===== src/rtl/sub_serial.sv =====
`default_nettype none
// ============================================================================
// Module   : sub_serial
// Purpose  : Bit-serial subtractor. Computes diff = a - b, LSB first, one bit
//            per clock. It uses a single full-subtractor cell and one borrow
//            flop. Operands are loaded in parallel and the result is returned
//            in parallel. A start/done/ack handshake holds each result until
//            the consumer takes it.
// Ports    : clk    - clock; all state updates on the rising edge
//            rst    - asynchronous, active-high reset
//            start  - request, sampled only in IDLE
//            a, b   - minuend / subtrahend, captured when start is accepted
//            ack    - result consumed, sampled only in DONE
//            busy   - state != IDLE
//            done   - state == DONE
//            diff   - (a - b) mod 2^WIDTH
//            borrow - unsigned borrow-out (a < b)
//            ovf    - two's-complement overflow of a - b
// Revision : 1.0 - initial release
// ============================================================================
module sub_serial #(
    parameter int WIDTH = 8
) (
    input  logic             clk,
    input  logic             rst,
    input  logic             start,
    input  logic [WIDTH-1:0] a,
    input  logic [WIDTH-1:0] b,
    input  logic             ack,
    output logic             busy,
    output logic             done,
    output logic [WIDTH-1:0] diff,
    output logic             borrow,
    output logic             ovf
);

    localparam int                 c_CNT_W = $clog2(WIDTH);
    localparam logic [c_CNT_W-1:0] c_LAST  = c_CNT_W'(WIDTH - 1);

    localparam logic [1:0] c_S_IDLE = 2'd0;
    localparam logic [1:0] c_S_SUB  = 2'd1;
    localparam logic [1:0] c_S_DONE = 2'd2;

    logic [1:0]         r_state;
    logic [1:0]         w_state_next;
    logic [WIDTH-1:0]   r_a;
    logic [WIDTH-1:0]   r_b;
    logic               r_bw;
    logic [c_CNT_W-1:0] r_cnt;
    logic [WIDTH-1:0]   r_diff;
    logic               r_borrow;
    logic               r_ovf;

    logic w_accept;
    logic w_shift;
    logic w_last;
    logic w_d;
    logic w_bw_next;

    assign w_accept  = (r_state == c_S_IDLE) && start;
    assign w_shift   = (r_state == c_S_SUB);
    assign w_last    = (r_cnt == c_LAST);

    // One-bit full subtractor on the current LSBs and the running borrow
    assign w_d       = r_a[0] ^ r_b[0] ^ r_bw;
    assign w_bw_next = (~r_a[0] & r_b[0]) | (~r_a[0] & r_bw) | (r_b[0] & r_bw);

    // ------------------------------------------------------------------
    // State register
    // ------------------------------------------------------------------
    always_ff @(posedge clk or posedge rst) begin
        if (rst) begin
            r_state <= c_S_IDLE;
        end else begin
            r_state <= w_state_next;
        end
    end

    // ------------------------------------------------------------------
    // Next-state logic. In DONE, start is ignored even alongside ack.
    // ------------------------------------------------------------------
    always_comb begin
        w_state_next = r_state;
        case (r_state)
            c_S_IDLE: if (start)  w_state_next = c_S_SUB;
            c_S_SUB:  if (w_last) w_state_next = c_S_DONE;
            c_S_DONE: if (ack)    w_state_next = c_S_IDLE;
            default:              w_state_next = c_S_IDLE;
        endcase
    end

    // ------------------------------------------------------------------
    // Datapath
    // ------------------------------------------------------------------
    always_ff @(posedge clk or posedge rst) begin
        if (rst) begin
            r_a      <= '0;
            r_b      <= '0;
            r_bw     <= 1'b0;
            r_cnt    <= '0;
            r_diff   <= '0;
            r_borrow <= 1'b0;
            r_ovf    <= 1'b0;
        end else if (w_accept) begin
            r_a      <= a;
            r_b      <= b;
            r_bw     <= 1'b0;
            r_cnt    <= '0;
            r_diff   <= '0;
            r_borrow <= 1'b0;
            r_ovf    <= 1'b0;
        end else if (w_shift) begin
            // Result bits enter at the MSB. After WIDTH shifts, bit 0 holds
            // the first (LSB) result bit.
            r_diff <= {w_d, r_diff[WIDTH-1:1]};
            r_a    <= {1'b0, r_a[WIDTH-1:1]};
            r_b    <= {1'b0, r_b[WIDTH-1:1]};
            r_bw   <= w_bw_next;
            r_cnt  <= r_cnt + c_CNT_W'(1);
            if (w_last) begin
                r_borrow <= w_bw_next;
                // Overflow when the operand signs differ and the result sign
                // differs from the minuend sign
                r_ovf    <= (r_a[0] ^ r_b[0]) & (r_a[0] ^ w_d);
            end
        end
    end

    assign busy   = (r_state != c_S_IDLE);
    assign done   = (r_state == c_S_DONE);
    assign diff   = r_diff;
    assign borrow = r_borrow;
    assign ovf    = r_ovf;

endmodule
`default_nettype wire


===== config.mk =====
export PLATFORM = sky130hd
export DESIGN_NAME = sub_serial
export DESIGN_NICKNAME = d
export VERILOG_FILES = /design/src/rtl/sub_serial.sv
export SDC_FILE = /design/constraint.sdc
export NUM_CORES = 1
export LEC_CHECK = 0
export CAP_MARGIN = 20
export CELL_PAD_IN_SITES_DETAIL_PLACEMENT = 0
export CELL_PAD_IN_SITES_GLOBAL_PLACEMENT = 1
export CORE_MARGIN = 1
export CORE_UTILIZATION = 37
export DETAILED_ROUTE_END_ITERATION = 6
export PLACE_DENSITY = 0.88
export SYNTH_ARGS = -nofsm -noshare
export SYNTH_HDL_FRONTEND = slang
export SYNTH_SLANG_ARGS = --single-unit

===== constraint.sdc =====
create_clock -name clk -period 2 [get_ports clk]
set_clock_uncertainty 0.15 [all_clocks]
set_input_delay 0.2 -clock clk [delete_from_list [all_inputs] [get_ports clk]]
set_output_delay 0.2 -clock clk [all_outputs]
set_load 0.02 [all_outputs]

==> results of run 1 <==
flip-flops by register name, indices dropped and copies added (netlist names):
register  flops
diff          8
r_a           8
r_b           8
r_cnt         3
r_state       2
borrow        1
ovf           1
r_bw          1
tightest hold or removal path: stages:
cell	delay, ps
clkdlybuf4s50_1	390
inv_1	50
buf_4	350
synth_stat cells, drive strengths merged:
master   n  area [um^2]
nand2b   2         12.5
nand3    1         5.00
inv      2         7.51
nand3b   1         7.51
dfrtp   32          801
ha       4         50.1
o21bai   2         15.0
nor2b    2         12.5
or2      1         6.26
nor3b    1         12.5
a21oi    2         10.0
o21ai   13         65.1
o22ai    1         6.26
buf      7         40.0
nand2   57          214
clkbuf   2         8.75
fa       1         20.0
or3b     1         8.76
a22oi   14          105
cell usage in the layout (no fill, tap or decap), drive strengths merged:
master and n:
nand2b 2, o22ai 1, o21ai 13, clkinv 1
inv 2, ha 4, o21bai 2, nand3 1
fa 1, or3b 1, dfrtp 32, buf 5
nor3b 1, nor2b 2, or2 1, nand2 57
nand3b 1, a21oi 2, clkdlybuf4s50 31, a22oi 14
clkbuf 6
kinds of logic after synthesis:
| logic type | after synthesis | share of synthesized area |
|---|---|---|
| AND/OR/NAND/NOR | 66 | 0.198 |
| adder cells (fa/ha/maj) | 5 | 0.0498 |
| flip-flops | 32 | 0.569 |
| AO/OA/AOI/OAI | 32 | 0.143 |
| buffers and inverters | 11 | 0.0400 |
worst max path at each step:
stage               slack (ps)      to
floorplan                  530     ovf
detailed placement         130  r_a[5]
global placement           180  r_b[4]
finish                      90    busy
global route                30    busy
CTS                         80    busy
cell type report:
cell class	instances	area share
sequential	32	0.434
timing repair buffer	36	0.189
clock inverter	1	0.00271
tap	48	0.0326
inverter	2	0.00407
clock buffer	6	0.0393
multi-input combinational	103	0.299
per-layer routing:
layer / up-vias / track usage
li1: 547 / -
met1: 521 / 0.202
met5: - / 0
met3: 3 / 0.0543
met4: 0 / 0.0511
met2: 26 / 0.235
metrics by stage:
| stage | power [uW] | cells |
|---|---|---|
| 2_1_floorplan | 1820 | 146 |
| 3_3_place_gp | 2160 | 221 |
| 3_5_place_dp | 2220 | 221 |
| 4_1_cts | 2680 | 228 |
| 5_1_grt | 2870 | 228 |
| 6_report | 2650 | 228 |
power groups by stage:
stage / Clock [uW] / Sequential (uW) / Combinational (uW)
after floorplan: 0 / 1170 / 655
after global placement: 0 / 1090 / 1060
after detailed placement: 0 / 1110 / 1110
after CTS: 469 / 1100 / 1120
after global routing: 487 / 1140 / 1240
final: 452 / 1100 / 1100
==> flow_summary.json, run 1 <==
{
  "outcome": "finished clean",
  "drc": 0,
  "cpPeakStageDelay_ps": 530,
  "dp_hpwl_um": 1900,
  "path_cells": "or2_2 > clkdlybuf4s50_1",
  "mappedNetlistNets": 171,
  "crit_arrival_ps": 1560,
  "diodes": 0,
  "drive_above_1_share": 0.0722,
  "maxSlewViolCount": 0,
  "cp_max_fo": 7,
  "r2r_start": "r_state[0]",
  "dr_wl_met3_um": 135,
  "fin_crit_ps": 1910,
  "grt_start_max_net_pins": 33,
  "hold_viol_final": 0,
  "ys_seq_area_frac": 0.569,
  "numPortBuffers": 31,
  "io-pin-count": 32,
  "cts_tree": "built",
  "clockPowerShare": 0.171,
  "switching_share": 0.382,
  "wl_met1_um": 1370,
  "critPathKind": "flop to output port",
  "max_freq_ghz": 0.524,
  "rrSetupSlack_ps": 260,
  "wl_met2_um": 1290,
  "setup_viol": 0,
  "multiInputGateArea_um2": 551,
  "totalWireLength_um": 2830,
  "seq_area_um2": 801,
  "ant_nets": 0,
  "cts_hold_buffers": 0,
  "syn_area_per_cell_um2": 9.64,
  "min_path_type": "input port to asynchronous set/reset pin",
  "fp-row-count": 22,
  "drt-pass1-iter-count": 4,
  "r2r_end": "r_b[4]",
  "core-area_um2": 3660,
  "cp_slowest_cell": "clkdlybuf4s50_1",
  "path_buf_inv": 1,
  "netlist_instances": 146,
  "powerDensity_nw_per_um2": 1440,
  "irDropWorstVdd_mv": 0.635,
  "cts_htree_levels": 2,
  "critical_path_required_ps": 1650,
  "tightest_slew_ps": 1040,
  "cts_sinks": 32,
  "die_width_um": 63.7,
  "grt_pass1_wl_um": 4750,
  "path_clk_slew_ps": 60,
  "crit_cells": 2,
  "hold_ws_ps": 145,
  "post_drt_wl_per_cell_um": 12.4,
  "top_layer": "met4",
  "num_vias": 1097,
  "grt_pass1_vias": 1048,
  "timing.final.crit_share": 0.954,
  "reg2reg_depth": 3,
  "start_kind": "flop",
  "gp_congestion": 0.745,
  "antenna_found_initial": 0,
  "grt.total_usage": 0.154,
  "finish.utilization": 0.504,
  "die_h_um": 63.7,
  "clk_latency_ps": 280,
  "cts_made_buffers": 5,
  "end_kind": "output port",
  "path_delay_family": "buffers and inverters",
  "cts_resized": 0,
  "startpoint": "r_state[1]",
  "p_seq_frac": 0.415,
  "dpl_cell_area_um2": 1770,
  "ys_ff_latch": 32,
  "clk_path_buf_depth": 2,
  "fin_tns_setup_ps": 0,
  "fillerInstances": 339,
  "grt_setup_unrepaired": "no",
  "final_area_um2": 1840,
  "setup_ws_ps": 91.9,
  "nets": 205,
  "p_int_uw": 1640,
  "pwr-share-comb": 0.414,
  "drv_cap": 0,
  "ys_types": 21,
  "cts_root_buf": "clkbuf_8",
  "grt_overflow": 0,
  "p_leak_uw": 0.000848,
  "syn_area_um2": 1410,
  "die_area_um2": 4060,
  "maxSlewHeadroom": 0.305,
  "via_per_inst": 4.81,
  "place_ws_ps": 126,
  "postCtsSetupBuffers": 0,
  "drtIter0Drc": 63,
  "switchingPower_uw": 1010,
  "yosysWarnings": 0,
  "area_delta_synth_final_pct": 31.0,
  "initial_core_util": 0.384
}
(Power assumes the default switching activity.)
==> run 2, diff against run 1 <==
--- a/config.mk
+++ b/config.mk
@@ -11,7 +11,7 @@
 export CORE_MARGIN = 1
 export CORE_UTILIZATION = 37
 export DETAILED_ROUTE_END_ITERATION = 6
-export PLACE_DENSITY = 0.88
+export PLACE_DENSITY = 0.81
 export SYNTH_ARGS = -nofsm -noshare
 export SYNTH_HDL_FRONTEND = slang
 export SYNTH_SLANG_ARGS = --single-unit
==> run 2 against run 1 <==
  * Via count increased by 4.3%
  * Count of clock-buffer cells in the layout increased by 1
  * Wire length increased by 3.5%
  * Maximum frequency decreased by 0.31%
  * Clock power increased by 16%
  * Highest routed layer unchanged
==> flow_summary.json, run 2 (synthesized netlist as in run 1, its figures left out) <==
{
  "num_vias": 1144,
  "p_leak_uw": 0.000847,
  "die_width_um": 63.7,
  "clockPowerShare": 0.194,
  "clk_path_buf_depth": 2,
  "max_freq_ghz": 0.522,
  "grt_pass1_vias": 1108,
  "fin_cells": 226,
  "switching_share": 0.378,
  "layout_commonest_cell": "nand2_1",
  "cts_made_buffers": 5,
  "area_delta_synth_final_pct": 31.3,
  "fin_tns_setup_ps": 0,
  "cpPeakStageDelay_ps": 540,
  "outcome": "finished clean",
  "antenna_found_initial": 0,
  "cts_sinks": 32,
  "via_per_inst": 5.06,
  "critPathKind": "flop to output port",
  "final_cell_mix": "nand2_1, dfrtp_1, clkdlybuf4s50_1, a22oi_1, o21ai_0",
  "powerDensity_nw_per_um2": 1460,
  "pwr-share-comb": 0.398,
  "drtIter0Drc": 54,
  "die_h_um": 63.7,
  "cts_root_buf": "clkbuf_8",
  "wl_met1_um": 1340,
  "cts_resized": 0,
  "switchingPower_uw": 1020,
  "grt.total_usage": 0.163,
  "crit_arrival_ps": 1560,
  "numPortBuffers": 31,
  "cp_slowest_cell": "clkdlybuf4s50_1",
  "initial_core_util": 0.384,
  "p_int_uw": 1680,
  "io-pin-count": 32,
  "top_layer": "met4",
  "path_clk_slew_ps": 70,
  "dr_wl_met3_um": 141,
  "drive_above_1_share": 0.0674,
  "hold_viol_final": 0,
  "timing.final.crit_share": 0.957,
  "p_seq_frac": 0.408,
  "fp-row-count": 22,
  "grt_start_max_net_pins": 33,
  "drt-pass1-iter-count": 5,
  "core-area_um2": 3660,
  "place_ws_ps": 81.9,
  "diodes": 0,
  "maxSlewHeadroom": 0.299,
  "end_kind": "output port",
  "setup_viol": 0,
  "critical_path_required_ps": 1650,
  "totalWireLength_um": 2930,
  "cp_max_fo": 7,
  "cts_hold_buffers": 0,
  "gp_congestion": 0.740,
  "grt_overflow": 0,
  "place_inst": 219,
  "finish.utilization": 0.505,
  "nets": 203,
  "setup_ws_ps": 85.9,
  "clk_latency_ps": 280,
  "cts_htree_levels": 2,
  "post_drt_wl_per_cell_um": 13.0,
  "grt_pass1_wl_um": 4980,
  "start_kind": "flop",
  "irDropWorstVdd_mv": 0.585,
  "maxSlewViolCount": 0,
  "ant_nets": 0,
  "grt_setup_unrepaired": "no",
  "min_path_type": "input port to asynchronous set/reset pin",
  "postCtsSetupBuffers": 0,
  "path_cells": "or2_2 > clkdlybuf4s50_1",
  "cts_tree": "built",
  "drc": 0,
  "hold_ws_ps": 153,
  "dp_hpwl_um": 1910,
  "wl_met2_um": 1400,
  "die_area_um2": 4060,
  "fin_crit_ps": 1910,
  "tightest_slew_ps": 1050,
  "drv_cap": 0
}
## run 2: final cells by class
type                       count  area (um^2)
multi-input combinational    103          551
clock buffer                   7         96.3
tap                           48         60.1
fill                         347         1810
inverter                       2         7.51
timing repair buffer          34          333
sequential                    32          801
## run 2: per-stage QoR
step | power, uW | cell area [um^2]
final | 2700 | 1850
after global routing | 2900 | 1850
after CTS | 2730 | 1850
after detailed placement | 2200 | 1750
after global placement | 2150 | 1750
after floorplan | 1820 | 1410
## run 2: worst paths after layout
kind | from | end | slack [ps] | cells past startpoint
setup reg to reg | r_state[0] | r_b[4] | 200 | 3
hold reg to reg | r_a[2] | r_a[2] | 330 | 2
max in group asynchronous | rst | r_a[3] | 1250 | 3
setup / recovery | r_state[1] | busy | 90 | 2
min in group clk | r_a[2] | r_a[2] | 330 | 2
hold / removal | rst | diff[5] | 150 | 3
## run 2: layer usage
layer,track usage,vias to the layer above
li1,-,544
met1,0.198,559
met2,0.263,35
met3,0.0435,6
met4,0.0852,0
met5,0,-
## run 2: worst max-delay path: cells and delay by family, from the launching register on
| kind | cells | cell delay, ps |
|---|---|---|
| and+or+nand+nor | 1 | 310 |
| DFF | 1 | 440 |
| buffers and inverters | 1 | 540 |
## run 2: power groups by stage
stage | logic [uW] | clock network [uW] | registers [uW]
6_report | 1070 | 524 | 1100
5_1_grt | 1200 | 563 | 1140
4_1_cts | 1090 | 535 | 1100
3_5_place_dp | 1080 | 0 | 1110
3_3_place_gp | 1050 | 0 | 1100
2_1_floorplan | 655 | 0 | 1170
